`config.mk`:
```
export PLATFORM = sky130hd
export DESIGN_NAME = ecg_phase_gen
export DESIGN_NICKNAME = d
export VERILOG_FILES = /design/src/rtl/ecg_phase_gen.sv
export SDC_FILE = /design/constraint.sdc
export NUM_CORES = 1
export LEC_CHECK = 0
export ABC_AREA = 1
export CAP_MARGIN = 5
export CELL_PAD_IN_SITES_DETAIL_PLACEMENT = 1
export CELL_PAD_IN_SITES_GLOBAL_PLACEMENT = 2
export CORE_ASPECT_RATIO = 1.2
export CORE_MARGIN = 10
export CORE_UTILIZATION = 33
export DETAILED_ROUTE_END_ITERATION = 8
export GPL_ROUTABILITY_DRIVEN = 0
export PLACE_DENSITY_LB_ADDON = 0.1
export SETUP_SLACK_MARGIN = 0.02
export SYNTH_ARGS = -nofsm -noshare
export SYNTH_HDL_FRONTEND = slang
export SYNTH_SLANG_ARGS = --single-unit
```
`constraint.sdc`:
```
create_clock -name i_clk -period 10.4 [get_ports i_clk]
set_clock_uncertainty 0.15 [all_clocks]
set_input_delay 2.08 -clock i_clk [delete_from_list [all_inputs] [get_ports i_clk]]
set_output_delay 2.08 -clock i_clk [all_outputs]
set_load 0.005 [all_outputs]
```
`src/rtl/ecg_phase_gen.sv`:
```
// Sample-rate NCO addressing the ECG waveform LUT; registers the LUT's combinational
// output as a valid-qualified sample stream, in continuous or single-beat playback.
module ecg_phase_gen #(
    parameter int ACC_W  = 32,
    parameter int ADDR_W = 10,
    parameter int DATA_W = 24,
    parameter int DIV_W  = 16
) (
    input  logic              i_clk,
    input  logic              i_rst,
    input  logic              i_start,
    input  logic              i_stop,
    input  logic              i_single,
    input  logic [ACC_W-1:0]  i_ftw,
    input  logic [DIV_W-1:0]  i_div,
    input  logic [DATA_W-1:0] i_lut_data,
    output logic [ADDR_W-1:0] o_lut_addr,
    output logic [DATA_W-1:0] o_sample,
    output logic              o_valid,
    output logic              o_wrap,
    output logic              o_busy,
    output logic [15:0]       o_beat_cnt
);
    typedef enum logic {IDLE, RUN} state_t;

    state_t              state_q, state_d;
    logic [ACC_W-1:0]    acc_q, acc_d, ftw_q, ftw_d;
    logic [DIV_W-1:0]    div_q, div_d, div_cnt_q, div_cnt_d;
    logic                single_q, single_d;
    logic                fetch_q, fetch_d, wrap_q, wrap_d;
    logic [ADDR_W-1:0]   addr_q, addr_d;
    logic [DATA_W-1:0]   sample_q, sample_d;
    logic                valid_q, valid_d, owrap_q, owrap_d;
    logic [15:0]         beat_q, beat_d;
    logic                run, start_go, kill, tick;
    logic [ACC_W:0]      sum;

    always_comb begin
        state_d   = state_q;
        acc_d     = acc_q;
        ftw_d     = ftw_q;
        div_d     = div_q;
        div_cnt_d = div_cnt_q;
        single_d  = single_q;
        beat_d    = beat_q;
        fetch_d   = 1'b0;
        wrap_d    = 1'b0;

        run      = (state_q == RUN);
        start_go = i_start && !i_stop && (i_ftw != '0);
        // A stop or restart in RUN discards anything still in flight.
        kill     = run && (i_stop || start_go);
        tick     = run && (div_cnt_q == div_q);
        sum      = {1'b0, acc_q} + {1'b0, ftw_q};

        valid_d  = fetch_q && !kill;
        owrap_d  = wrap_q && !kill;
        sample_d = valid_d ? i_lut_data : sample_q;

        if (run && i_stop) begin
            state_d = IDLE;
        end else if (start_go) begin
            state_d   = RUN;
            ftw_d     = i_ftw;
            div_d     = i_div;
            single_d  = i_single;
            acc_d     = '0;
            div_cnt_d = '0;
            beat_d    = '0;
            fetch_d   = 1'b1;
        end else if (run) begin
            div_cnt_d = tick ? '0 : div_cnt_q + 1'b1;
            if (tick) begin
                if (!sum[ACC_W]) begin
                    acc_d   = sum[ACC_W-1:0];
                    fetch_d = 1'b1;
                end else begin
                    wrap_d = 1'b1;
                    if (beat_q != 16'hFFFF) beat_d = beat_q + 16'd1;
                    // Single beat ends on carry; the wrapped sample is never fetched.
                    if (single_q) begin
                        state_d = IDLE;
                    end else begin
                        acc_d   = sum[ACC_W-1:0];
                        fetch_d = 1'b1;
                    end
                end
            end
        end
        addr_d = acc_d[ACC_W-1 -: ADDR_W];
    end

    always_ff @(posedge i_clk or posedge i_rst) begin
        if (i_rst) begin
            state_q   <= IDLE;
            acc_q     <= '0;
            ftw_q     <= '0;
            div_q     <= '0;
            div_cnt_q <= '0;
            single_q  <= 1'b0;
            fetch_q   <= 1'b0;
            wrap_q    <= 1'b0;
            addr_q    <= '0;
            sample_q  <= '0;
            valid_q   <= 1'b0;
            owrap_q   <= 1'b0;
            beat_q    <= '0;
        end else begin
            state_q   <= state_d;
            acc_q     <= acc_d;
            ftw_q     <= ftw_d;
            div_q     <= div_d;
            div_cnt_q <= div_cnt_d;
            single_q  <= single_d;
            fetch_q   <= fetch_d;
            wrap_q    <= wrap_d;
            addr_q    <= addr_d;
            sample_q  <= sample_d;
            valid_q   <= valid_d;
            owrap_q   <= owrap_d;
            beat_q    <= beat_d;
        end
    end

    assign o_lut_addr = addr_q;
    assign o_sample   = sample_q;
    assign o_valid    = valid_q;
    assign o_wrap     = owrap_q;
    assign o_busy     = (state_q == RUN);
    assign o_beat_cnt = beat_q;
endmodule

```
# Yosys cells after proc, flatten, opt, wreduce, memory -nomap -nowiden
# Cells that the tools add are included.
dict set report classes {
  add_sub_neg 3
  eq_ne 3
  muxes 28
  bitwise 1
  reduce_logical 19
}
# op n
set ops {}
lappend ops {{two-way mux 32 bit} 5}
lappend ops {{two-way mux 16 bit} 8}
lappend ops {{adder 32 x 32 -> 33 bit} 1}
lappend ops {{adder 16 x 1 -> 16 bit, second input constant} 2}
lappend ops {{nonzero test 32 bit} 1}
lappend ops {{== test 16 bit} 1}
lappend ops {{!= test 16 bit, second input constant} 1}
lappend ops {{two-way mux 1 bit} 15}
lappend ops {{nonzero test 2 bit} 4}
lappend ops {{logical AND 1 bit} 7}
lappend ops {{AND reduction 5 bit} 1}
lappend ops {{AND reduction 2 bit} 2}
lappend ops {{AND reduction 4 bit} 1}
lappend ops {{!= test 3 bit, second input constant} 1}
lappend ops {{zero test 1 bit} 2}
lappend ops {{logical OR 1 bit} 1}
lappend ops {{NOT 1 bit} 1}
dict set report word_totals {
  ff_bits 142
  out_inout_bits 53
}

# Logic depth before layout (Yosys ltp)
# Gate-level depths: netlist of the first run.
dict set report logic_depth {
  word_depth 7
  depth_mapped 17
  depth_no_buf 15
}

# Least setup slack after synthesis of the first run
# No wires, ideal clock.
dict set report synth_timing {
  path_type {input to register}
  from {input i_ftw[31]}
  to {register sample_q[10], in the netlist o_sample[10]}
  setup_time_ps 65
  arrival_ps 3336
  setup_slack_ps 6850
  cell_stages 11
  cell_sequence {nor2_1 > nand2_1 > nor2_1 > nand2_1 > o21bai_2 > buf_4 > o21ai_2 > nor2_2 > buf_2 > nand2_1 > nand2_1}
}
dict set report synth_via {
  elab_chain_len 6
}
# element line_no
set synth_lines {}
lappend synth_lines {{start: declaration} 14} ;# input logic [ACC_W-1:0] i_ftw,
lappend synth_lines {{nonzero test 32 bit} 50} ;# start_go = i_start && !i_stop && (i_ftw != '0);
lappend synth_lines {{logical AND 1 bit} 50}
lappend synth_lines {{logical OR 1 bit} 52} ;# kill = run && (i_stop || start_go);
lappend synth_lines {{logical AND 1 bit} 52}
lappend synth_lines {{zero test 1 bit} 56} ;# valid_d = fetch_q && !kill;
lappend synth_lines {{logical AND 1 bit} 56}
lappend synth_lines {{end signal: assignment} 118} ;# sample_q <= sample_d;
lappend synth_lines {{end: declaration} 32} ;# logic [DATA_W-1:0] sample_q, sample_d;
# No other way between the ends.
# A chain may end at the register's enable or synchronous reset.

# Worst setup path in the final report of the first run
dict set report layout_timing {
  from {input i_ftw[17]}
  to {register beat_q[15], in the netlist o_beat_cnt[15]}
}
dict set report layout_via {
  elab_chain_len 4
  word_cells_on_any_way 8
  classes_between {mux: 1; reduce/logical: 7}
}
# element line_no
set layout_lines {}
lappend layout_lines {{nonzero test 32 bit *} 50}
lappend layout_lines {{logical AND 1 bit *} 50}
lappend layout_lines {{nonzero test 2 bit (no source line)} n/a}
lappend layout_lines {{AND reduction 5 bit (no source line)} n/a}
lappend layout_lines {{end signal: assignment} 121} ;# beat_q <= beat_d;
lappend layout_lines {{end: declaration} 34} ;# logic [15:0] beat_q, beat_d;
# Mark *: on every way between the ends. The rest lies on a longest branch, timed or not.

==> results of run 1 <==
[sequential cells by signal, indices dropped and copies added, names as in the netlist, 16 cells and up]
| register | count |
|---|---|
| acc_q | 32 |
| o_beat_cnt | 16 |
| div_cnt_q | 16 |
| ftw_q | 32 |
| o_sample | 24 |
| div_q | 16 |
[power by group through the flow]
stage               clock [mW]  combinational (mW)  sequential, mW
floorplan                    0               0.714           0.749
global placement             0                1.03           0.769
detailed placement           0                1.05           0.773
CTS                      0.653                1.06           0.765
global route             0.674                1.19           0.779
finish                   0.635                1.03           0.762
[final cells by class]
class,instances,share of cell area (%)
Clock buffer,22,4.04
Timing Repair Buffer,134,11.6
Sequential cell,142,30.9
Multi-Input combinational cell,1029,42.0
Inverter,189,6.21
Clock inverter,10,1.20
Tap cell,379,4.12
[worst register-to-register path, stage by stage (launching register included)]
cell	delay (ns)
dfrtp_1	0.42
ha_1	0.40
nand2_1	0.15
nor3_1	0.24
nand2_1	0.16
nor2_1	0.17
nand2_1	0.11
nand2_1	0.19
nand2_1	0.11
nand2_2	0.07
buf_4	0.58
o21ai_0	0.23
[final timing paths]
| path | to | slack (ns) |
|---|---|---|
| worst max-delay path | o_beat_cnt[15] | 5.49 |
| worst min-delay path | o_wrap | 0.33 |
| worst max register to register | acc_q[24] | 7.25 |
| worst min register to register | o_wrap | 0.33 |
| max in group asynchronous | o_beat_cnt[8] | 6.67 |
| min in group asynchronous | ftw_q[30] | 1.97 |
[cells by family after synthesis]
family	Yosys count
AND/OR/NAND/NOR	840
flip-flops	142
AO/OA/AOI/OAI	127
adder cells (fa/ha/maj)	35
XOR/XNOR	27
buffers and inverters	237
[cells in the mapped netlist (all sizes together)]
cell,n,area share (%)
o22ai,2,0.13
dfrtp,142,38
o21ai,85,5.3
xnor2,4,0.37
a21o,2,0.16
and3,1,0.067
a21oi,34,1.8
a31oi,1,0.067
nor2b,1,0.067
clkbuf,17,0.68
nor2,117,4.7
ha,34,4.5
xor2,23,2.2
nor3b,2,0.16
nor4b,1,0.094
nand4,22,1.5
and2,2,0.13
o21bai,2,0.20
nand3,80,4.4
nand3b,3,0.24
fa,1,0.21
nand2,585,24
inv,189,7.6
a221oi,1,0.094
buf,31,2.4
nor3,26,1.4
[per-stage QoR]
stage	instances	hold WS (ns)	total power, mW	utilization, %
global route	1905	0.360	2.65	41.2
floorplan	1408	0.298	1.46	-
CTS	1905	0.335	2.48	41.2
global placement	1873	0.308	1.80	39.0
finish	1905	0.334	2.43	41.2
detailed placement	1873	0.320	1.83	39.0
[routing by layer]
metal / part of all wire [%] / wire length [um] / vias up
met5: 0 / 0 / -
met4: 1.4 / 432 / 0
met3: 1.9 / 599 / 21
met2: 54 / 16500 / 79
met1: 43 / 13300 / 4233
li1: - / - / 4578
==> results.sh, run 1 <==
export IMPL_crit_cells=10
export IMPL_layout_common_cells="583 x nand2_1, 183 x inv_1, 142 x dfrtp_1"
export IMPL_p_leak_nw=6.01
export IMPL_hold_class="reg2reg"
export IMPL_nFillCells=3618
export IMPL_vias_per_cell=4.68
export IMPL_p_sw_mw=0.958
export IMPL_nNetsFinal=1625
export IMPL_synth_adder_area_share_pct=4.76
export IMPL_syn_to_final_growth_pct=22.9
export IMPL_swShare_pct=39.4
export IMPL_synthDistinctLibCells=37
export IMPL_grt_busiest_layer="met2"
export IMPL_multiInputGateArea_sq_um=4830
export IMPL_start_util_pct=33.5
export IMPL_drive_above_1_share_pct=4.33
export IMPL_slowest_delay_ns=0.76
export IMPL_clock_latency_ns=0.42
export IMPL_core_sq_um=27900
export IMPL_combPwrFrac_pct=42.5
export IMPL_r2r_cells=11
export IMPL_hold_path_depth=2
export IMPL_use_met1_pct=20.4
export IMPL_htreeDepth=4
export IMPL_synth_compound_area_share_pct=7.82
export IMPL_relSlewSlack_pct=32.4
export IMPL_cpLargestDelayFamily="simple AND/OR/NAND/NOR gates"
export IMPL_met2_usage_pct=32.8
export IMPL_fmax_ghz=0.204
export IMPL_placed_area_sq_um=10900
export IMPL_cts_resized=0
export IMPL_die_w_um=174
export IMPL_clock_sinks=142
export IMPL_synth_nets=1520
export IMPL_grt_pass1_vias=9548
export IMPL_cts_buffers=17
export IMPL_powerDensity_nw_per_um2=211
export IMPL_crit_type="in2reg"
export IMPL_routedWlPerCell_um=16.2
export IMPL_drt_iter0_markers=303
export IMPL_ff_latch_area_sq_um=3550
export IMPL_hold_viol=0
export IMPL_drv_slew=0
export IMPL_share_seq_of_total_power_pct=31.3
export IMPL_syn_cell_area_sq_um=9360
export IMPL_drt_pass1_iterations=4
export IMPL_cts_hold_buffers=0
export IMPL_post_route_min_period_ns=4.91
export IMPL_detail_route_antenna_nets=0
export IMPL_grt_pass1_wl_mm=50.4
export IMPL_antenna_found_initial=0
export IMPL_grt_max_degree=82
export IMPL_clk_path_buf_depth=2
export IMPL_final_common_cell="nand2_1"
export IMPL_crit_slowest_cell="buf_4"
export IMPL_drc=0
export IMPL_overflow=0
export IMPL_io_buffers=129
export IMPL_vias=8911
export IMPL_internal_power_mw=1.47
export IMPL_rsz0062_at_grt="no"
export IMPL_fp_dieArea_sq_um=35500
export IMPL_met3_usage_pct=2.59
export IMPL_final_setup_viol_count=0
export IMPL_synth_top_family_by_area="simple AND/OR/NAND/NOR gates"
export IMPL_die_y_um=204
export IMPL_fin_crit_sh_pct=47.2
export IMPL_arrival_ns=5.07
export IMPL_post_place_ws_ns=4.97
export IMPL_design_area_sq_um=11500
export IMPL_fin_tns_setup_ns=0
export IMPL_p_clk_share_pct=26.1
export IMPL_grtUsageTotal_pct=17.6
export IMPL_syn_area_per_cell_sq_um=6.65
export IMPL_drt_total_wl_mm=30.9
export IMPL_synth_warnings=0
export IMPL_crit_chain="clkdlybuf4s50_1 -> nor2_1 -> nand2_1 -> nor2_1 -> nand2_1 -> o21bai_4 -> buf_4 -> nand2_1 -> nand3_1 -> nand2_1"
export IMPL_end_kind="register"
export IMPL_status="finished clean"
export IMPL_path_max_fanout=81
export IMPL_ir_drop_mv=0.0972
export IMPL_min_delay_start="wrap_q"
export IMPL_worstPathRequired_ns=10.56
export IMPL_yosys_area_share_simple_pct=36.3
export IMPL_startpoint="i_ftw[17]"
export IMPL_drv_cap=0
export IMPL_muxShareOfSynthArea_pct=0
export IMPL_io_pins=130
export IMPL_critPathBufInv=2
export IMPL_synth_cells=1408
export IMPL_cts_tree="yes"
export IMPL_path_clk_slew_ns=0.06
export IMPL_insertedDiodeCount=0
export IMPL_root_buffer="clkbuf_16"
export IMPL_ys_seq_elements=142
export IMPL_tightest_slew_ns=1.01
export IMPL_num_rows=67
export IMPL_r2r_start="acc_q[29]"
export IMPL_postCtsSetupBuffers=0
export IMPL_startpoint_type="input port"
export IMPL_crit_top_cell="nand2_1"
export IMPL_fin_ws_ns=5.49
export IMPL_dp_hpwl_mm=24.1
export IMPL_ys_seq_area_share_pct=38.0
export IMPL_synth_xor_area_share_pct=2.53
No activity file was read; power rests on OpenSTA's default activity.
==> run 2: changes to the inputs <==
--- a/config.mk
+++ b/config.mk
@@ -11,7 +11,7 @@
 export CELL_PAD_IN_SITES_GLOBAL_PLACEMENT = 2
 export CORE_ASPECT_RATIO = 1.2
 export CORE_MARGIN = 10
-export CORE_UTILIZATION = 33
+export CORE_UTILIZATION = 31
 export DETAILED_ROUTE_END_ITERATION = 8
 export GPL_ROUTABILITY_DRIVEN = 0
 export PLACE_DENSITY_LB_ADDON = 0.1
==> constraint.sdc (replaced) <==
create_clock -name i_clk -period 4.9 [get_ports i_clk]
set_clock_uncertainty 0.15 [all_clocks]
set_input_delay 0.98 -clock i_clk [delete_from_list [all_inputs] [get_ports i_clk]]
set_output_delay 0.98 -clock i_clk [all_outputs]
set_load 0.005 [all_outputs]
==> results.sh, run 2 (same netlist as run 1, synthesis figures left out) <==
export IMPL_status="finished clean"
export IMPL_num_rows=69
export IMPL_ir_drop_mv=0.205
export IMPL_startpoint_type="input port"
export IMPL_r2r_start="div_cnt_q[4]"
export IMPL_arrival_ns=3.69
export IMPL_worstPathRequired_ns=5.11
export IMPL_vias_per_cell=4.68
export IMPL_relSlewSlack_pct=27.9
export IMPL_powerDensity_nw_per_um2=454
export IMPL_nNetsFinal=1628
export IMPL_drt_total_wl_mm=31.2
export IMPL_end_kind="register"
export IMPL_cts_hold_buffers=0
export IMPL_die_y_um=210
export IMPL_io_buffers=129
export IMPL_postCtsSetupBuffers=0
export IMPL_clock_sinks=142
export IMPL_io_pins=130
export IMPL_root_buffer="clkbuf_16"
export IMPL_fp_dieArea_sq_um=37600
export IMPL_fin_crit_sh_pct=71.1
export IMPL_crit_type="in2reg"
export IMPL_core_sq_um=29700
export IMPL_r2r_end="acc_q[12]"
export IMPL_final_common_cell="nand2_1"
export IMPL_drc=0
export IMPL_insertedDiodeCount=0
export IMPL_vias=8986
export IMPL_grt_pass1_vias=9502
export IMPL_hold_viol=0
export IMPL_routedWlPerCell_um=16.3
export IMPL_grt_max_degree=70
export IMPL_dp_hpwl_mm=24.6
export IMPL_path_clk_slew_ns=0.07
export IMPL_startpoint="i_ftw[31]"
export IMPL_drv_cap=0
export IMPL_drive_above_1_share_pct=4.71
export IMPL_clk_path_buf_depth=2
export IMPL_post_place_ws_ns=0.880
export IMPL_p_leak_nw=6.05
export IMPL_rsz0062_at_grt="no"
export IMPL_nFillCells=3819
export IMPL_fin_ws_ns=1.42
export IMPL_tightest_slew_ns=1.08
export IMPL_drt_pass1_iterations=4
export IMPL_cts_buffers=17
export IMPL_grtUsageTotal_pct=17.1
export IMPL_layout_common_cells="583 x nand2_1, 183 x inv_1, 142 x dfrtp_1"
export IMPL_cts_resized=0
export IMPL_antenna_found_initial=0
export IMPL_path_max_fanout=28
export IMPL_final_setup_viol_count=0
export IMPL_cts_tree="yes"
export IMPL_post_route_min_period_ns=3.48
export IMPL_htreeDepth=4
export IMPL_drv_slew=0
export IMPL_detail_route_antenna_nets=0
export IMPL_fin_tns_setup_ns=0
export IMPL_clock_latency_ns=0.43
export IMPL_endpoint="acc_q[6]"
export IMPL_hold_class="reg2reg"
export IMPL_grt_pass1_wl_mm=51.1
export IMPL_start_util_pct=31.5
export IMPL_fmax_ghz=0.287
export IMPL_die_w_um=179
export IMPL_rrSetupSlack_ns=1.57
export IMPL_syn_to_final_growth_pct=24.0
export IMPL_overflow=0
export IMPL_r2r_cells=9
export IMPL_drt_iter0_markers=395
## run 2: changes by cell type in the layout (fill, tap and decap cells not counted), sizes merged
cell and delta:
buf +3, bufinv +1, clkbuf -4, clkinv -2
clkinvlp +1, inv +4
## run 2: power by group
part / total, mW / switching [mW] / internal, mW
clock: 1.44 / 0.568 / 0.877
sequential: 1.61 / 0.189 / 1.43
combinational: 2.21 / 1.33 / 0.878
total: 5.27 / 2.09 / 3.18
## run 2: final cells by class
class                      instances  area (sq um)  share of cell area, %
multi-input combinational       1029          4830                   41.6
sequential                       142          3550                   30.6
timing repair buffer             137          1380                   11.9
inverter                         189           713                   6.15
tap                              390           488                   4.21
clock buffer                      18           439                   3.79
clock inverter                    14           205                   1.77
## run 2: worst min-delay path by stage
stage	from	end	depth (start not counted)
2_1_floorplan	wrap_q	o_wrap	2
3_3_place_gp	wrap_q	o_wrap	2
3_5_place_dp	wrap_q	o_wrap	2
4_1_cts	wrap_q	o_wrap	2
5_1_grt	ftw_q[0]	ftw_q[0]	2
6_report	wrap_q	o_wrap	2
## run 2: critical path, stage by stage
cell	delay, ns
clkdlybuf4s50_1	0.42
nor2_1	0.11
nand2_1	0.07
nor2_1	0.22
nand2_1	0.15
o21bai_4	0.33
o21ai_4	0.28
nand2_2	0.53
buf_4	0.41
nand2_1	0.12
o21ai_2	0.07
## run 2: per-stage QoR
step	util [%]	hold slack (ns)	power, mW	area [sq um]	instances
final	39.1	0.325	5.27	11600	1919
after global routing	39.1	0.360	5.75	11600	1919
after CTS	39.1	0.327	5.37	11600	1919
after detailed placement	36.9	0.317	3.89	11000	1887
after global placement	36.9	0.307	3.85	11000	1887
after floorplan	-	0.298	3.10	9360	1408
## run 2: layer usage
metal	global-route usage, %	vias up	part of all wire (%)
li1	-	4582	-
met1	20.6	4301	44
met2	31.2	82	53
met3	2.43	21	2.0
met4	3.94	0	1.2
met5	0	-	0
==> run 3: changes to the inputs <==
==> constraint.sdc (replaced) <==
create_clock -name i_clk -period 3.3 [get_ports i_clk]
set_clock_uncertainty 0.15 [all_clocks]
set_input_delay 0.66 -clock i_clk [delete_from_list [all_inputs] [get_ports i_clk]]
set_output_delay 0.66 -clock i_clk [all_outputs]
set_load 0.005 [all_outputs]
==> results.sh, run 3 (same netlist as run 1, synthesis figures left out) <==
export IMPL_hold_viol=0
export IMPL_nFillCells=3798
export IMPL_post_route_min_period_ns=2.85
export IMPL_num_rows=69
export IMPL_drt_pass1_iterations=4
export IMPL_drt_total_wl_mm=31.9
export IMPL_htreeDepth=4
export IMPL_overflow=0
export IMPL_cts_hold_buffers=0
export IMPL_top_layer="met4"
export IMPL_arrival_ns=3.00
export IMPL_powerDensity_nw_per_um2=669
export IMPL_cts_tree="yes"
export IMPL_layout_common_cells="583 x nand2_1, 183 x inv_1, 142 x dfrtp_1"
export IMPL_drt_iter0_markers=280
export IMPL_postCtsSetupBuffers=0
export IMPL_wl_met3_um=509
export IMPL_start_util_pct=31.5
export IMPL_grt_pass1_vias=9490
export IMPL_io_pins=130
export IMPL_hold_path_depth=2
export IMPL_antenna_found_initial=0
export IMPL_clock_latency_ns=0.44
export IMPL_routedWlPerCell_um=16.5
export IMPL_relSlewSlack_pct=50.9
export IMPL_grt_pass1_wl_mm=51.9
export IMPL_root_buffer="clkbuf_16"
export IMPL_p_leak_nw=6.12
export IMPL_hold_class="reg2reg"
export IMPL_total_power_mw=7.84
export IMPL_drive_above_1_share_pct=5.39
export IMPL_path_max_fanout=65
export IMPL_rsz0062_at_grt="no"
export IMPL_worst_hold_slack_ns=0.330
export IMPL_insertedDiodeCount=0
export IMPL_design_area_sq_um=11700
export IMPL_clk_path_buf_depth=2
export IMPL_ir_drop_mv=0.286
export IMPL_r2r_cells=15
export IMPL_cts_buffers=17
export IMPL_clock_sinks=142
export IMPL_core_sq_um=29700
export IMPL_drc=0
export IMPL_worstPathRequired_ns=3.45
export IMPL_vias=8909
export IMPL_fin_crit_sh_pct=86.4
export IMPL_syn_to_final_growth_pct=25.4
export IMPL_wl_met1_mm=14.1
export IMPL_path_clk_slew_ns=0.07
export IMPL_detail_route_antenna_nets=0
export IMPL_final_common_cell="nand2_1"
export IMPL_grt_max_degree=66
export IMPL_nNetsFinal=1640
export IMPL_startpoint_type="register"
export IMPL_cts_resized=0
export IMPL_wl_met2_mm=16.9
export IMPL_final_setup_viol_count=0
export IMPL_drv_slew=0
export IMPL_vias_per_cell=4.62
export IMPL_die_y_um=210
export IMPL_io_buffers=129
export IMPL_crit_type="reg2reg"
export IMPL_status="finished clean"
export IMPL_end_kind="register"
export IMPL_fin_ws_ns=0.450
export IMPL_fp_dieArea_sq_um=37600
export IMPL_drv_cap=0
export IMPL_dp_hpwl_mm=25.3
export IMPL_placed_area_sq_um=11100
export IMPL_post_place_ws_ns=0.171
export IMPL_die_w_um=179
export IMPL_fmax_ghz=0.351
export IMPL_tightest_slew_ns=0.735
export IMPL_fin_tns_setup_ns=0
export IMPL_grtUsageTotal_pct=17.4
run 3: cell count changes in the layout (fill, tap and decap cells not counted):
cell,delta
clkinvlp_4,-1
buf_4,+8
inv_8,+1
inv_6,-2
clkbuf_8,-1
clkinv_4,+2
buf_12,+4
run 3: power by group:
group | total, mW | switching (mW) | internal (mW)
registers | 2.40 | 0.287 | 2.12
clock network | 2.13 | 0.853 | 1.28
logic | 3.31 | 1.97 | 1.33
run 3: area by class of cell:
cell class,instances,area (sq um),area share [%]
Multi-Input combinational cell,1029,4830,41.1
Sequential cell,142,3550,30.3
Tap cell,390,488,4.16
Clock inverter,14,209,1.78
Clock buffer,17,425,3.63
Inverter,189,713,6.08
Timing Repair Buffer,149,1520,12.9
run 3: stage by stage:
stage,utilization [%],cells
2_1_floorplan,-,1408
3_3_place_gp,37.4,1899
3_5_place_dp,37.4,1899
4_1_cts,39.5,1930
5_1_grt,39.5,1930
6_report,39.5,1930
run 3: metal layers:
| metal | GRT usage (%) | vias up |
|---|---|---|
| li1 | - | 4594 |
| met1 | 21.0 | 4223 |
| met2 | 31.9 | 71 |
| met3 | 2.31 | 21 |
| met4 | 4.00 | 0 |
| met5 | 0 | - |
run 3: path summary, 6_finish.rpt:
kind                           from      endpoint  slack, ns
max                        acc_q[0]     acc_q[28]       0.45
min                          wrap_q        o_wrap       0.33
max reg2reg                acc_q[0]     acc_q[28]       0.45
min reg2reg                  wrap_q        o_wrap       0.33
max in group asynchronous     i_rst      ftw_q[7]       1.79
min in group asynchronous     i_rst  o_sample[10]       0.53
run 3: worst max-delay path, stage by stage (launching register included):
cell	delay, ns
dfrtp_1	0.39
ha_1	0.24
fa_1	0.43
nand3_1	0.09
nand3_1	0.16
nand2_1	0.10
nand2_1	0.10
nand2_1	0.08
nand2_1	0.07
nand2_1	0.10
nand2_1	0.14
nand2_1	0.15
nand2_2	0.08
buf_12	0.24
nand2_1	0.10
o21ai_0	0.07
